## config.mk

```make
export PLATFORM = sky130hd
export DESIGN_NAME = pipelined_shifter
export DESIGN_NICKNAME = d
export VERILOG_FILES = /design/src/rtl/shifter_pkg.sv /design/src/rtl/shifter_stage.sv /design/src/rtl/pipelined_shifter.sv
export SDC_FILE = /design/constraint.sdc
export NUM_CORES = 1
export LEC_CHECK = 0
export ABC_AREA = 1
export BUFFER_PORTS_ARGS = -buffer_cell sky130_fd_sc_hd__buf_2
export CAP_MARGIN = 30
export CELL_PAD_IN_SITES_DETAIL_PLACEMENT = 1
export CELL_PAD_IN_SITES_GLOBAL_PLACEMENT = 1
export CORE_UTILIZATION = 36
export DETAILED_ROUTE_END_ITERATION = 8
export GPL_TIMING_DRIVEN = 0
export PLACE_DENSITY = 0.75
export SYNTH_ARGS = -nofsm -noshare
export SYNTH_HDL_FRONTEND = slang
export SYNTH_SLANG_ARGS = --single-unit
```

## constraint.sdc

```tcl
create_clock -name clk -period 1.4 [get_ports clk]
set_input_delay 0.07 -clock clk [delete_from_list [all_inputs] [get_ports clk]]
set_output_delay 0.07 -clock clk [all_outputs]
set_load 0.005 [all_outputs]
```

## src/rtl/shifter_pkg.sv

```systemverilog
// Shared types for the pipelined shifter: op encoding and shift-amount width helper.
// Purely declarative; no logic, latency or flow control of its own.
package shifter_pkg;

  typedef enum logic [1:0] {
    SHIFT_SLL = 2'd0,
    SHIFT_SRL = 2'd1,
    SHIFT_SRA = 2'd2,
    SHIFT_ROL = 2'd3
  } shift_op_t;

  function automatic int shamt_width(input int n);
    return (n > 1) ? $clog2(n) : 1;
  endfunction

endpackage

```

## src/rtl/shifter_stage.sv

```systemverilog
// One log-shifter stage: shift by 2^K when shamt[K] is set, then register; 1 cycle latency.
// Register loads only when en (pipeline advance) is high, else holds. Rotate gated by SHIFTER_ROTATE_EN.
module shifter_stage
  import shifter_pkg::*;
#(
  parameter int N = 32,
  parameter int K = 0,
  parameter int L = shamt_width(N)
) (
  input  logic         clk,
  input  logic         rst_n,
  input  logic         en,
  input  logic         i_vld,
  input  logic [N-1:0] i_dat,
  input  logic         i_sign,
  input  shift_op_t    i_op,
  input  logic [L-1:0] i_shamt,
  output logic         o_vld,
  output logic [N-1:0] o_dat,
  output logic         o_sign,
  output shift_op_t    o_op,
  output logic [L-1:0] o_shamt
);

  localparam int S = 1 << K;

  logic [N-1:0] w_shifted;
  logic [N-1:0] w_next;

  logic         r_vld;
  logic [N-1:0] r_dat;
  logic         r_sign;
  shift_op_t    r_op;
  logic [L-1:0] r_shamt;

  // SRA fills from the carried sign of the original operand, not from i_dat's current MSB.
  always_comb begin
    w_shifted = i_dat << S;
    case (i_op)
      SHIFT_SRL: w_shifted = i_dat >> S;
      SHIFT_SRA: w_shifted = (i_dat >> S) | ({N{i_sign}} << (N - S));
`ifdef SHIFTER_ROTATE_EN
      SHIFT_ROL: w_shifted = (i_dat << S) | (i_dat >> (N - S));
`endif
      default:   w_shifted = i_dat << S;
    endcase
    w_next = i_shamt[K] ? w_shifted : i_dat;
  end

  always_ff @(posedge clk or negedge rst_n) begin
    if (!rst_n) begin
      r_vld   <= 1'b0;
      r_dat   <= '0;
      r_sign  <= 1'b0;
      r_op    <= SHIFT_SLL;
      r_shamt <= '0;
    end else if (en) begin
      r_vld   <= i_vld;
      r_dat   <= w_next;
      r_sign  <= i_sign;
      r_op    <= i_op;
      r_shamt <= i_shamt;
    end
  end

  assign o_vld   = r_vld;
  assign o_dat   = r_dat;
  assign o_sign  = r_sign;
  assign o_op    = r_op;
  assign o_shamt = r_shamt;

endmodule

```

## src/rtl/pipelined_shifter.sv

```systemverilog
// Pipelined SLL/SRL/SRA(/ROL with SHIFTER_ROTATE_EN) shifter, 1 op/cycle, latency L=$clog2(N).
// Global stall: whole pipe holds while out_valid && !out_ready; in_ready mirrors advance.
module pipelined_shifter
  import shifter_pkg::*;
#(
  parameter  int N = 32,
  localparam int L = shamt_width(N)
) (
  input  logic         clk,
  input  logic         rst_n,
  input  logic         in_valid,
  output logic         in_ready,
  input  logic [N-1:0] in_data,
  input  logic [L-1:0] in_shamt,
  input  shift_op_t    in_op,
  output logic         out_valid,
  input  logic         out_ready,
  output logic [N-1:0] out_data
);

  logic         w_advance;
  logic         w_vld   [0:L];
  logic [N-1:0] w_dat   [0:L];
  logic         w_sign  [0:L];
  shift_op_t    w_op    [0:L];
  logic [L-1:0] w_shamt [0:L];
  logic         w_unused_tail;

  assign w_vld[0]   = in_valid;
  assign w_dat[0]   = in_data;
  assign w_sign[0]  = in_data[N-1];
  assign w_op[0]    = in_op;
  assign w_shamt[0] = in_shamt;

  generate
    for (genvar k = 0; k < L; k++) begin : g_stage
      shifter_stage #(
        .N (N),
        .K (k),
        .L (L)
      ) u_stage (
        .clk     (clk),
        .rst_n   (rst_n),
        .en      (w_advance),
        .i_vld   (w_vld[k]),
        .i_dat   (w_dat[k]),
        .i_sign  (w_sign[k]),
        .i_op    (w_op[k]),
        .i_shamt (w_shamt[k]),
        .o_vld   (w_vld[k+1]),
        .o_dat   (w_dat[k+1]),
        .o_sign  (w_sign[k+1]),
        .o_op    (w_op[k+1]),
        .o_shamt (w_shamt[k+1])
      );
    end
  endgenerate

  // Side-band fields are dead once the last stage has been applied.
  assign w_unused_tail = ^{w_sign[L], w_op[L], w_shamt[L]};

  assign out_valid = w_vld[L];
  assign out_data  = w_dat[L];
  assign w_advance = !w_vld[L] || out_ready;
  assign in_ready  = w_advance;

endmodule

```

=== Word level (Yosys, flattened, before mapping) ===
Index checks and enable logic that the tools add are counted.

* Bits in registers: 197
* Word-level logic and storage cells: 49
* Input bits: 43
* Output and inout bits: 34

* Muxes and demuxes: 10
* Reduce and logical (&&, ||, !) cells: 2
* Eq/ne operators: 10
* Bitwise logic cells: 5

{| class="wikitable"
|+ Operator list
! cell !! number
|-
| $pmux 32 s2 || 5
|-
| $mux 32 || 5
|-
| $or 16x32->32 || 1
|-
| $or 24x32->32 || 1
|-
| $or 28x32->32 || 1
|-
| $or 30x32->32 || 1
|-
| $or 31x32->32 || 1
|-
| $eq 2x1->1 const B || 5
|-
| $eq 2x2->1 const B || 5
|-
| $logic_not 1->1 || 1
|-
| $logic_or 1x1->1 || 1
|}

=== Logic depth before layout (Yosys ltp) ===
Gate-level depths: netlist of the first run.

* Depth in word-level cells: 3
* Depth in mapped cells: 9
* Mapped depth without buffers: 8

=== Cells and area by module ===
Synthesis of the first run repeated with hierarchy kept, for this count alone.

* Cells, all modules: 1,723
* Area total of the unflattened synthesis: 11,785.1 um^2

{| class="wikitable"
|+ By module, submodules not included
! module !! instances !! cells an instance !! area an instance (um^2) !! sequential area each (um^2)
|-
| shifter_stage (g_stage[0].u_stage) || 1 || 385 || 2,556.2 || 1,026.0
|-
| shifter_stage (g_stage[1].u_stage) || 1 || 376 || 2,502.4 || 1,026.0
|-
| shifter_stage (g_stage[2].u_stage) || 1 || 359 || 2,359.8 || 1,026.0
|-
| shifter_stage (g_stage[3].u_stage) || 1 || 330 || 2,297.2 || 1,026.0
|-
| shifter_stage (g_stage[4].u_stage) || 1 || 271 || 2,062.0 || 1,026.0
|-
| pipelined_shifter || 1 || 2 || 7.5 || 0.0
|}

=== Worst setup path after synthesis of the first run ===
OpenSTA, ideal clock, no wires.

* Kind: register -> register
* Start: register g_stage[3].u_stage.r_op[0]
* End: register g_stage[4].u_stage.r_dat[21]
* Setup time: 116 ps
* Cell stages (with the launch flop): 10
* Path slack: -55 ps
* Required time: 1,284 ps
* Arrival: 1,339 ps
* Path buffers: 2
* Period minus slack after synthesis: 1,455 ps
* Cells stage by stage: dfrtp_1 -> inv_1 -> ha_1 -> buf_2 -> inv_1 -> nand3_1 -> buf_2 -> nand2_1 -> nand2_1 -> nand2_1

* Longest elaborated chain between the ends: 3
* Elaborated cells between the ends (all ways): 4
* Classes of those cells: eq/ne (2); mux (2)

{| class="wikitable"
|+ Ends and longest elaborated chain
! element !! RTL line !! source
|-
| from (decl) || shifter_stage.sv:33 || <nowiki>shift_op_t r_op;</nowiki>
|-
| from (signal assigned) || shifter_stage.sv:61 || <nowiki>r_op <= i_op;</nowiki>
|-
| $eq 2x2->1 / $eq 2x1->1 (equally long branches) || shifter_stage.sv:39 || <nowiki>case (i_op)</nowiki>
|-
| $pmux 32 s2 * || shifter_stage.sv:39 ||
|-
| $mux 32 * || shifter_stage.sv:47 || <nowiki>w_next = i_shamt[K] ? w_shifted : i_dat;</nowiki>
|-
| to (signal assigned) || shifter_stage.sv:59 || <nowiki>r_dat <= w_next;</nowiki>
|-
| to (decl) || shifter_stage.sv:31 || <nowiki>logic [N-1:0] r_dat;</nowiki>
|}

Every way passes the cells marked *; elsewhere a longest branch is shown, timed or not.
A chain may end at the register's enable or synchronous reset.

=== Worst setup path after layout of the first run ===
* Start: register g_stage[0].u_stage.r_op[1]
* End: register g_stage[1].u_stage.r_dat[24]

* Longest elaborated chain between the ends: 3
* Elaborated cells between the ends (all ways): 4
* Classes of those cells: eq/ne (2); mux (2)

{| class="wikitable"
|+ Ends and longest elaborated chain
! element !! RTL line
|-
| from (decl) || shifter_stage.sv:33
|-
| from (signal assigned) || shifter_stage.sv:61
|-
| $eq 2x2->1 / $eq 2x1->1 (equally long branches) || shifter_stage.sv:39
|-
| $pmux 32 s2 * || shifter_stage.sv:39
|-
| $mux 32 * || shifter_stage.sv:47
|-
| to (signal assigned) || shifter_stage.sv:59
|-
| to (decl) || shifter_stage.sv:31
|}

Marked as above.

==> results of run 1 <==
## state kept, by name, indices dropped and copies added, names as in the netlist
name and flops:
g_stage.u_stage.o_op 8, g_stage.u_stage.o_shamt 10, g_stage.u_stage.o_dat 160, g_stage.u_stage.o_vld 5
g_stage.u_stage.o_sign 4
## metrics by stage
| stage | total power, W | std cells |
|---|---|---|
| detailed placement | 0.0248 | 2071 |
| global route | 0.0394 | 2169 |
| CTS | 0.0334 | 2155 |
| global placement | 0.0243 | 2070 |
| floorplan | 0.0195 | 1611 |
| finish | 0.0370 | 2169 |
## repair_timing
item / CTS / global route
gates cloned: 8 / 5
endpoints found under the hold margin: 93 / 0
setup buffers: 23 / 11
pin swaps: 43 / 92
setup endpoints to repair: 188 / 169
hold buffers: 21 / 0
gates resized for setup: 259 / 208
## cells in the final DEF, fill, tap and decap left out, drive strengths merged, types with 3 or more instances in the layout
cell type / count
ha: 10
o21ai: 69
clkinv: 9
nand3: 89
dlygate4sd3: 21
a21oi: 169
buf: 185
nor2: 300
nand2: 611
inv: 72
dfrtp: 187
clkbuf: 59
clkinvlp: 3
## worst min-delay path by stage
stage | from | to | slack, ns | cells past startpoint
6_report | in_data[8] | g_stage[0].u_stage.o_dat[7]$_DFFE_PN0P_ | 0.02 | 5
5_1_grt | in_data[9] | g_stage[0].u_stage.o_dat[9]$_DFFE_PN0P_ | 0.06 | 5
4_1_cts | in_data[22] | g_stage[0].u_stage.o_dat[22]$_DFFE_PN0P_ | 0.01 | 5
3_5_place_dp | rst_n | g_stage[4].u_stage.o_dat[8]$_DFFE_PN0P_ | 0.09 | 1
3_3_place_gp | in_shamt[2] | g_stage[0].u_stage.o_shamt[2]$_DFFE_PN0P_ | 0.27 | 3
2_1_floorplan | rst_n | g_stage[0].u_stage.o_dat[0]$_DFFE_PN0P_ | -0.23 | 0
## layout make-up
class | count | share of cell area, %
clock inverter | 13 | 0.838
clock buffer | 19 | 3.02
inverter | 72 | 2.11
multi-input combinational | 1248 | 43.3
buffer | 102 | 6.26
tap | 384 | 3.35
sequential | 187 | 32.7
timing repair buffer | 144 | 8.45
## layer usage
| metal | global-route usage (%) | share of wire [%] |
|---|---|---|
| met1 | 32.1 | 41 |
| met2 | 47.4 | 52 |
| met3 | 3.22 | 3.2 |
| met4 | 11.1 | 3.5 |
| met5 | 0 | 0 |
## worst max-delay path: cells and delay by family, from the launching register on
| kind | cells | cell delay (ns) |
|---|---|---|
| DFF | 1 | 0.43 |
| and+or+nand+nor | 4 | 0.26 |
| buffers and inverters | 3 | 0.36 |
| adders and majority gates | 1 | 0.36 |
## cells by family (layout without fill, tap and decap cells)
logic type      count (synthesis)  count (layout)
fa+ha+maj                      10              10
buf+inv                       176             350
flops                         187             187
compound gates                238             238
simple gates                 1000            1000
## power groups by stage
stage	combinational, W	clock [W]	sequential [W]
2_1_floorplan	0.00985	0	0.00962
3_3_place_gp	0.0138	0	0.0105
3_5_place_dp	0.0142	0	0.0106
4_1_cts	0.0179	0.00478	0.0107
5_1_grt	0.0231	0.00498	0.0113
6_report	0.0212	0.00469	0.0111
==> out/results.txt, run 1 <==
Post-synth EDFFs -> 0
placer congestion estimate -> 0.936
Net Switching -> 0.0178 W
max-slew violations -> 0
die width -> 174 um
largest area contributor in the netlist -> dfrtp_1
Slew @ Worst Pin -> 0.605 ns
clock latency at the later pin of the worst-skew pair -> 0.44 ns
Leak -> 7.00 nW
via/cell ratio -> 5.19
#FFs+latches synth -> 187
placed inst area -> 11600 um^2
count leader, synth -> nand2_1
DRT iter0 DRCs -> 715
Sequential Power Share -> 30.0%
Final Cycle Share -> 109%
H-Tree Depth -> 4
RR Endpoint -> g_stage[1].u_stage.o_dat[24]$_DFFE_PN0P_
Die H -> 174 um
drt pass-1 iters -> 5
clk root buf -> clkbuf_16
Sum Neg Setup Slack -> -4.99 ns
ys async rst share -> 100%
nets@finish -> 1825
Design Area, Final -> 14300 um^2
Simple-Gate Fraction of Synth Area -> 36.5%
commonest cells in the netlist -> 611 x nand2_1, 297 x nor2_1, 187 x dfrtp_1, 169 x a21oi_1, 89 x nand3_1
register area -> 4680 um^2
mapped cell area -> 10600 um^2
Final Setup Violations -> 94
GR Overflow Total -> 0
status -> finished with violations
routed length per instance -> 18.9 um
Post-Route Utilization -> 49.6%
starting density of the core -> 36.9%
clock power share -> 12.7%
largest family of logic cells by synthesized area -> simple AND/OR/NAND/NOR gates
power per cell area -> 2580 nW/um^2
internal power -> 0.0192 W
R2R setup slack -> -0.13 ns
Post-Synthesis Cells -> 1611
initial antenna violation count -> 0
Post-Syn Area per Cell -> 6.61 um^2
Max Clock Freq -> 652 MHz
capture point of the worst path -> g_stage[1].u_stage.o_dat[24]$_DFFE_PN0P_
hold slack -> 0.0210 ns
vias in the first global route -> 11400
Worst Slack Setup Final -> -0.133 ns
Hold Crit Class -> primary input to flop
Critical Path End Type -> flop
Slew Limit Headroom -> 59.7%
CTS tree -> yes
Netlist cell types -> 18
IO Count -> 77
Clock Path Buffers -> 2
Crit path top cell by count -> nand2_1
Setup crit start -> g_stage[0].u_stage.o_op[1]$_DFFE_PN0P_
Sw Ratio -> 48.1%
layout cells sized above 1 -> 26.2%
ant diodes -> 0
DRT antenna net count -> 0
pre-CTS setup slack -> -0.474 ns
commonest register cell after synthesis -> dfrtp_1
Crit path required time -> 1.72 ns
top post-synthesis cells by area -> dfrtp_1 44%, nand2_1 22%, nor2_1 10%
failing checks -> setup timing
worst endpoint data arrival time -> 1.86 ns
number of buffers created by CTS -> 17
Worst path max stage delay -> 0.43 ns
worst-path fanout max -> 5
via count -> 11300
Worst Clk Skew -> 0.0119 ns
cell row count -> 62
Comb power frac -> 57.3%
Post-Synth XOR/XNOR Area -> 0%
slowest CP cell -> dfrtp_1
first-pass GRT wire length -> 62.6 mm
DP HPWL -> 27.8 mm
# clock sinks -> 187
Worst VDD drop -> 1.17 mV
mux cell area share after synthesis -> 0%
final-layout fill cell count -> 3678
Tot GR Track Use -> 26.5%
CP Class -> flop to flop
min cycle time layout -> 1.53 ns
Compound-Gate Fraction of Synth Area -> 11.2%
RR Startpoint -> g_stage[0].u_stage.o_op[1]$_DFFE_PN0P_
Syn Nets -> 1664
Port-buffer cells -> 75
WL final -> 41.0 mm
post-synthesis sequential area ratio -> 44.0%
die area -> 30300 um^2
Startpoint Class -> flop
Post-Synth Adder-Cell Area -> 1.18%
synth warn -> 0
clock transition at the registers of the reported paths -> 0.08 ns
DRC -> 0
pin count of the biggest net entering global routing -> 113
multi-input logic area -> 6200 um^2
R2R depth -> 8
RSZ-0062 raised after global routing -> yes
core region area -> 28900 um^2
Yosys top cell area share -> 44.0%
CP Cell Sequence -> ha_4, inv_6, buf_8, clkbuf_16, nand3_2, nand2_1, nand2_1, nand2_1
Hold Fails Final Rpt -> 0
Max Cap Viol -> 0
Area growth syn-to-layout -> 34.6%
(Power assumes the default switching activity.)
==> run 2: changes to the inputs <==
- PLACE_DENSITY: 0.75 -> 0.72
- clock period: 1.4 -> 1.9 ns (I/O delays scaled with it)
==> out/results.txt, run 2 (synthesis gave the netlist of run 1 again) <==
delay-heaviest family, CP -> buffers and inverters
R2R setup slack -> 0.07 ns (+0.20 ns)
Port-buffer cells -> 75 (unchanged)
Max Clock Freq -> 547 MHz (-16%)
Final Cycle Share -> 96.3% (-13 points)
WL final -> 37.1 mm (-9.5%)
Hold Crit Class -> primary input to flop
Worst VDD drop -> 0.735 mV (-37%)
nets@finish -> 1771 (-3.0%)
Hold Fails Final Rpt -> 0 (unchanged)
max reg flops -> 160 (unchanged)
die area -> 30300 um^2 (unchanged)
worst hold endpoint -> g_stage[0].u_stage.o_dat[2]$_DFFE_PN0P_
Net Switching -> 0.0106 W (-40%)
GR Overflow Total -> 0 (unchanged)
number of buffers created by CTS -> 17 (unchanged)
CTS tree -> yes
Final Setup Violations -> 0 (-100%)
starting density of the core -> 36.9% (unchanged)
Placed Instances -> 2071 (unchanged)
IO Count -> 77 (unchanged)
Design Power -> 0.0221 W (-40%)
Die H -> 174 um (unchanged)
initial antenna violation count -> 0 (unchanged)
internal power -> 0.0115 W (-40%)
Sequential Power Share -> 35.2% (+5.2 points)
RR Startpoint -> g_stage[4].u_stage.o_vld$_DFFE_PN0P_
DRT antenna net count -> 0 (unchanged)
Crit path top cell by count -> nand2_1
Worst Slack Setup Final -> 0.0705 ns (+0.203 ns)
H-Tree Depth -> 4 (unchanged)
via/cell ratio -> 4.99 (-4.0%)
Startpoint Class -> flop
slowest CP cell -> clkbuf_1
Leak -> 6.29 nW (-10%)
Slew Limit Headroom -> 47.3% (-12 points)
hold path depth -> 5 (unchanged)
RSZ-0062 raised after global routing -> yes
CP Class -> flop to flop
Finished Layout Cells -> 2114 (-2.5%)
commonest non-fill, non-tap cells in the layout -> 609 x nand2_1, 295 x nor2_1, 187 x dfrtp_1
DRT iter0 DRCs -> 732 (+2.4%)
most common cell after layout, fill and taps aside -> nand2_1
routed length per instance -> 17.5 um (-7.2%)
clock transition at the registers of the reported paths -> 0.07 ns (about the same)
Worst path max stage delay -> 0.64 ns (+0.21 ns)
Clock Path Buffers -> 2 (unchanged)
Comb power frac -> 47.9% (-9.4 points)
final-layout fill cell count -> 3856 (+4.8%)
die width -> 174 um (unchanged)
status -> finished clean
min cycle time layout -> 1.83 ns (+0.297 ns)
DP HPWL -> 28.1 mm (+1.0%)
Sw Ratio -> 48.0% (about the same)
pre-CTS setup slack -> -0.0757 ns (+0.398 ns)
drt pass-1 iters -> 5 (unchanged)
Max Cap Viol -> 0 (unchanged)
clock latency at the later pin of the worst-skew pair -> 0.44 ns (about the same)
worst-path fanout max -> 10 (+5)
hold slack -> 0.0246 ns (+0.00368 ns)
cell row count -> 62 (unchanged)
vias in the first global route -> 11100 (-2.7%)
clock power share -> 16.9% (+4.2 points)
core region area -> 28900 um^2 (unchanged)
Crit path required time -> 2.22 ns (+0.50 ns)
Worst Clk Skew -> 0.0135 ns (+0.00160 ns)
clk root buf -> clkbuf_16
power per cell area -> 1800 nW/um^2 (-30%)
via count -> 10500 (-6.4%)
placer congestion estimate -> 0.967 (+3.3%)
RR Endpoint -> g_stage[4].u_stage.o_dat[16]$_DFFE_PN0P_
Slew @ Worst Pin -> 0.791 ns (+0.186 ns)
# clock sinks -> 187 (unchanged)
layout cells sized above 1 -> 11.6% (-15 points)
Critical Path End Type -> flop
R2R depth -> 6 (-2)
first-pass GRT wire length -> 60.5 mm (-3.3%)
HP Start -> in_data[3]
ant diodes -> 0 (unchanged)
DRC -> 0 (unchanged)
worst endpoint data arrival time -> 2.15 ns (+0.29 ns)
CP bufs+invs -> 2 (-1)
max-slew violations -> 0 (unchanged)
Tot GR Track Use -> 25.7% (-0.84 points)
CP Cell Sequence -> inv_2, nor2_4, clkbuf_1, nor2_1, nand2_1, nand2_1
pin count of the biggest net entering global routing -> 121 (+7.1%)
Area growth syn-to-layout -> 15.7%
## run 2: power groups by stage
stage	sequential [W]	clock (W)	combinational (W)
global placement	0.00777	0	0.0101
floorplan	0.00709	0	0.00710
global route	0.00802	0.00398	0.0121
CTS	0.00778	0.00383	0.0105
detailed placement	0.00784	0	0.0104
finish	0.00781	0.00374	0.0106
## run 2: cell type report
class,instances,area [um^2],area share (%)
flip-flops and latches,187,4680,38.0
clock buffers,19,443,3.60
repair buffers,88,531,4.31
inverters,72,273,2.21
clock inverters,12,165,1.34
multi-input cells,1248,5230,42.4
well taps,384,480,3.90
plain buffers,104,517,4.20
## run 2: repair_timing
action	in CTS	in global routing
hold buffers	11	0
gates resized for setup	4	30
setup buffers	0	1
pin swaps	0	1
endpoints found under the setup margin	22	65
endpoints found under the hold margin	79	0
## run 2: through the flow
stage,area (um^2),TNS [ns],util [%]
after CTS,12300,0,42.5
after floorplan,10600,0,-
after global placement,11500,-443.25,39.8
after detailed placement,11500,-0.417,40.0
final,12300,0,42.7
after global routing,12300,-0.0244,42.7
## run 2: worst max path at each step
stage | startpoint | end | slack (ns) | cells past startpoint
6_report | g_stage[4].u_stage.o_vld$_DFFE_PN0P_ | g_stage[4].u_stage.o_dat[16]$_DFFE_PN0P_ | 0.07 | 6
3_5_place_dp | g_stage[3].u_stage.o_op[0]$_DFFE_PN0P_ | g_stage[4].u_stage.o_dat[16]$_DFFE_PN0P_ | -0.08 | 9
3_3_place_gp | rst_n | g_stage[0].u_stage.o_dat[17]$_DFFE_PN0P_ | -2.40 | 1
2_1_floorplan | g_stage[3].u_stage.o_op[0]$_DFFE_PN0P_ | g_stage[4].u_stage.o_dat[21]$_DFFE_PN0P_ | 0.44 | 9
5_1_grt | g_stage[1].u_stage.o_op[0]$_DFFE_PN0P_ | g_stage[2].u_stage.o_dat[19]$_DFFE_PN0P_ | -0.02 | 8
4_1_cts | in_op[0] | g_stage[0].u_stage.o_dat[14]$_DFFE_PN0P_ | 0.01 | 10
## run 2: per-layer routing
| metal | global-route usage [%] | share of wire, % |
|---|---|---|
| met2 | 45.5 | 50 |
| met1 | 31.1 | 44 |
| met3 | 2.84 | 2.4 |
| met4 | 12.1 | 4.2 |
| met5 | 0 | 0 |
## run 2: worst min-delay path, stage by stage
cell,delay (ns)
buf_2,0.11
nand3_1,0.08
nand2_1,0.06
nand2_1,0.04
nand2_1,0.05
==> run 3: changes to the inputs <==
- CORE_UTILIZATION: 36 -> 47
- PLACE_DENSITY: 0.72 -> 0.9
- SLEW_MARGIN: unset -> 10
==> out/results.txt, run 3 (synthesis gave the netlist of run 1 again) <==
status -> finished with violations
failing checks -> DRC
via count -> 11000 (+4.2%)
CP Cell Sequence -> nand2_2, buf_4, buf_2, buf_2
Placed Instances -> 1967 (-5.0%)
cell row count -> 54 (-13%)
Hold Crit Class -> primary input to flop
Startpoint Class -> flop
Max Clock Freq -> 549 MHz (+0.36%)
DRT antenna net count -> 0 (unchanged)
DRC -> 4 (+4)
max reg flops -> 160 (unchanged)
Clock Path Buffers -> 2 (unchanged)
H-Tree Depth -> 4 (unchanged)
clock transition at the registers of the reported paths -> 0.07 ns (about the same)
RSZ-0062 raised after global routing -> no
min cycle time layout -> 1.82 ns (-0.00659 ns)
Area growth syn-to-layout -> 14.3%
slowest CP cell -> dfrtp_1
max-slew violations -> 0 (unchanged)
Critical Path End Type -> output port
starting density of the core -> 48.3% (+11 points)
Final Setup Violations -> 0 (unchanged)
via/cell ratio -> 5.47 (+9.7%)
Max Cap Viol -> 0 (unchanged)
Port-buffer cells -> 75 (unchanged)
delay-heaviest family, CP -> buffers and inverters
worst-path fanout max -> 10 (unchanged)
Slew Limit Headroom -> 56.0% (+8.7 points)
pin count of the biggest net entering global routing -> 115 (-5.0%)
Slew @ Worst Pin -> 0.660 ns (-0.131 ns)
die area -> 23200 um^2 (-23%)
Hold Fails Final Rpt -> 0 (unchanged)
CTS tree -> yes
GR Overflow Total -> 0 (unchanged)
placed inst area -> 11400 um^2 (-1.1%)
Tot GR Track Use -> 33.6% (+7.9 points)
Die H -> 152 um (-12%)
clock latency at the later pin of the worst-skew pair -> 0.44 ns (about the same)
placer congestion estimate -> 0.996 (+3.0%)
first-pass GRT wire length -> 61.2 mm (+1.1%)
DP HPWL -> 27.6 mm (-1.7%)
core region area -> 22000 um^2 (-24%)
Design Power -> 0.0223 W (+0.68%)
R2R setup slack -> 0.09 ns (+0.02 ns)
Post-Route Utilization -> 55.2% (+13 points)
drt pass-1 iters -> 9 (+4)
IO Count -> 77 (unchanged)
Final Cycle Share -> 95.9% (-0.35 points)
die width -> 152 um (-12%)
CP Class -> flop to output port
Crit path required time -> 1.80 ns (-0.42 ns)
pre-CTS setup slack -> -0.117 ns (-0.0417 ns)
Worst Clk Skew -> 0.0120 ns (-0.00158 ns)
number of buffers created by CTS -> 17 (unchanged)
Design Area, Final -> 12200 um^2 (-1.3%)
initial antenna violation count -> 0 (unchanged)
Worst Slack Setup Final -> 0.0770 ns (+0.00659 ns)
nets@finish -> 1770 (-0.056%)
Worst path max stage delay -> 0.42 ns (-0.22 ns)
Leak -> 6.29 nW (about the same)
power per cell area -> 1830 nW/um^2 (+2.0%)
Finished Layout Cells -> 2008 (-5.0%)
clk root buf -> clkbuf_16
vias in the first global route -> 11500 (+3.6%)
routed length per instance -> 18.5 um (+5.7%)
most common cell after layout, fill and taps aside -> nand2_1
Crit path top cell by count -> buf_2
ant diodes -> 0 (unchanged)
WL final -> 37.2 mm (+0.37%)
# clock sinks -> 187 (unchanged)
Worst VDD drop -> 0.554 mV (-25%)
worst endpoint data arrival time -> 1.73 ns (-0.42 ns)
commonest non-fill, non-tap cells in the layout -> 608 x nand2_1, 295 x nor2_1, 187 x dfrtp_1
DRT iter0 DRCs -> 739 (+0.96%)
layout cells sized above 1 -> 11.6% (+0.013 points)
CP bufs+invs -> 3 (+1)
run 3: layout make-up:
cell class                      instances  area (um^2)
Timing Repair Buffer                   87          520
Inverter                               72          273
Multi-Input combinational cell       1248         5220
Tap cell                              280          350
Buffer                                104          518
Clock inverter                         11          155
Sequential cell                       187         4680
Fill cell                            3019         9870
Clock buffer                           19          443
run 3: report_power, final:
group / internal, W / switching [W]
Combinational: 0.00351 / 0.00721
Clock: 0.00212 / 0.00162
Sequential: 0.00588 / 0.00196
Total: 0.0115 / 0.0108
run 3: layer usage:
| metal | wire length [um] | global-route usage [%] | part of all wire, % | up-vias |
|---|---|---|---|---|
| met5 | 0 | 0 | 0 | - |
| met4 | 1410 | 14.6 | 3.8 | 0 |
| met3 | 1150 | 4.04 | 3.1 | 82 |
| met2 | 19400 | 61.9 | 52 | 260 |
| met1 | 15200 | 39.1 | 41 | 5390 |
| li1 | - | - | - | 5248 |
run 3: final timing paths:
check,from,to,cells past startpoint
max,g_stage[4].u_stage.o_vld$_DFFE_PN0P_,in_ready,4
max in group asynchronous,rst_n,g_stage[0].u_stage.o_dat[18]$_DFFE_PN0P_,3
max reg2reg,g_stage[1].u_stage.o_op[0]$_DFFE_PN0P_,g_stage[2].u_stage.o_dat[31]$_DFFE_PN0P_,8
min reg2reg,g_stage[4].u_stage.o_dat[22]$_DFFE_PN0P_,g_stage[4].u_stage.o_dat[22]$_DFFE_PN0P_,2
min,in_data[0],g_stage[0].u_stage.o_dat[1]$_DFFE_PN0P_,5
min in group asynchronous,rst_n,g_stage[4].u_stage.o_dat[24]$_DFFE_PN0P_,2
run 3: metrics by stage:
step | TNS [ns] | hold WS (ns)
2_1_floorplan | 0 | -0.201
3_3_place_gp | -410.85 | 0.303
3_5_place_dp | -0.117 | 0.0981
4_1_cts | 0 | 0.00318
5_1_grt | 0 | 0.0215
6_report | 0 | 0.0125
run 3: what timing repair did:
item | 4_1_cts | 5_1_grt
buffers inserted | 0 | 1
hold endpoints to repair | 82 | 0
pin swaps | 0 | 1
resized for setup | 4 | 30
endpoints found under the setup margin | 6 | 62
gates cloned | 0 | 0
hold buffers | 10 | 0
run 3: worst min-delay path, cell delays in order:
cell     delay (ns)
buf_2          0.10
a21oi_1        0.06
nand2_1        0.07
nand2_1        0.05
nand2_1        0.05
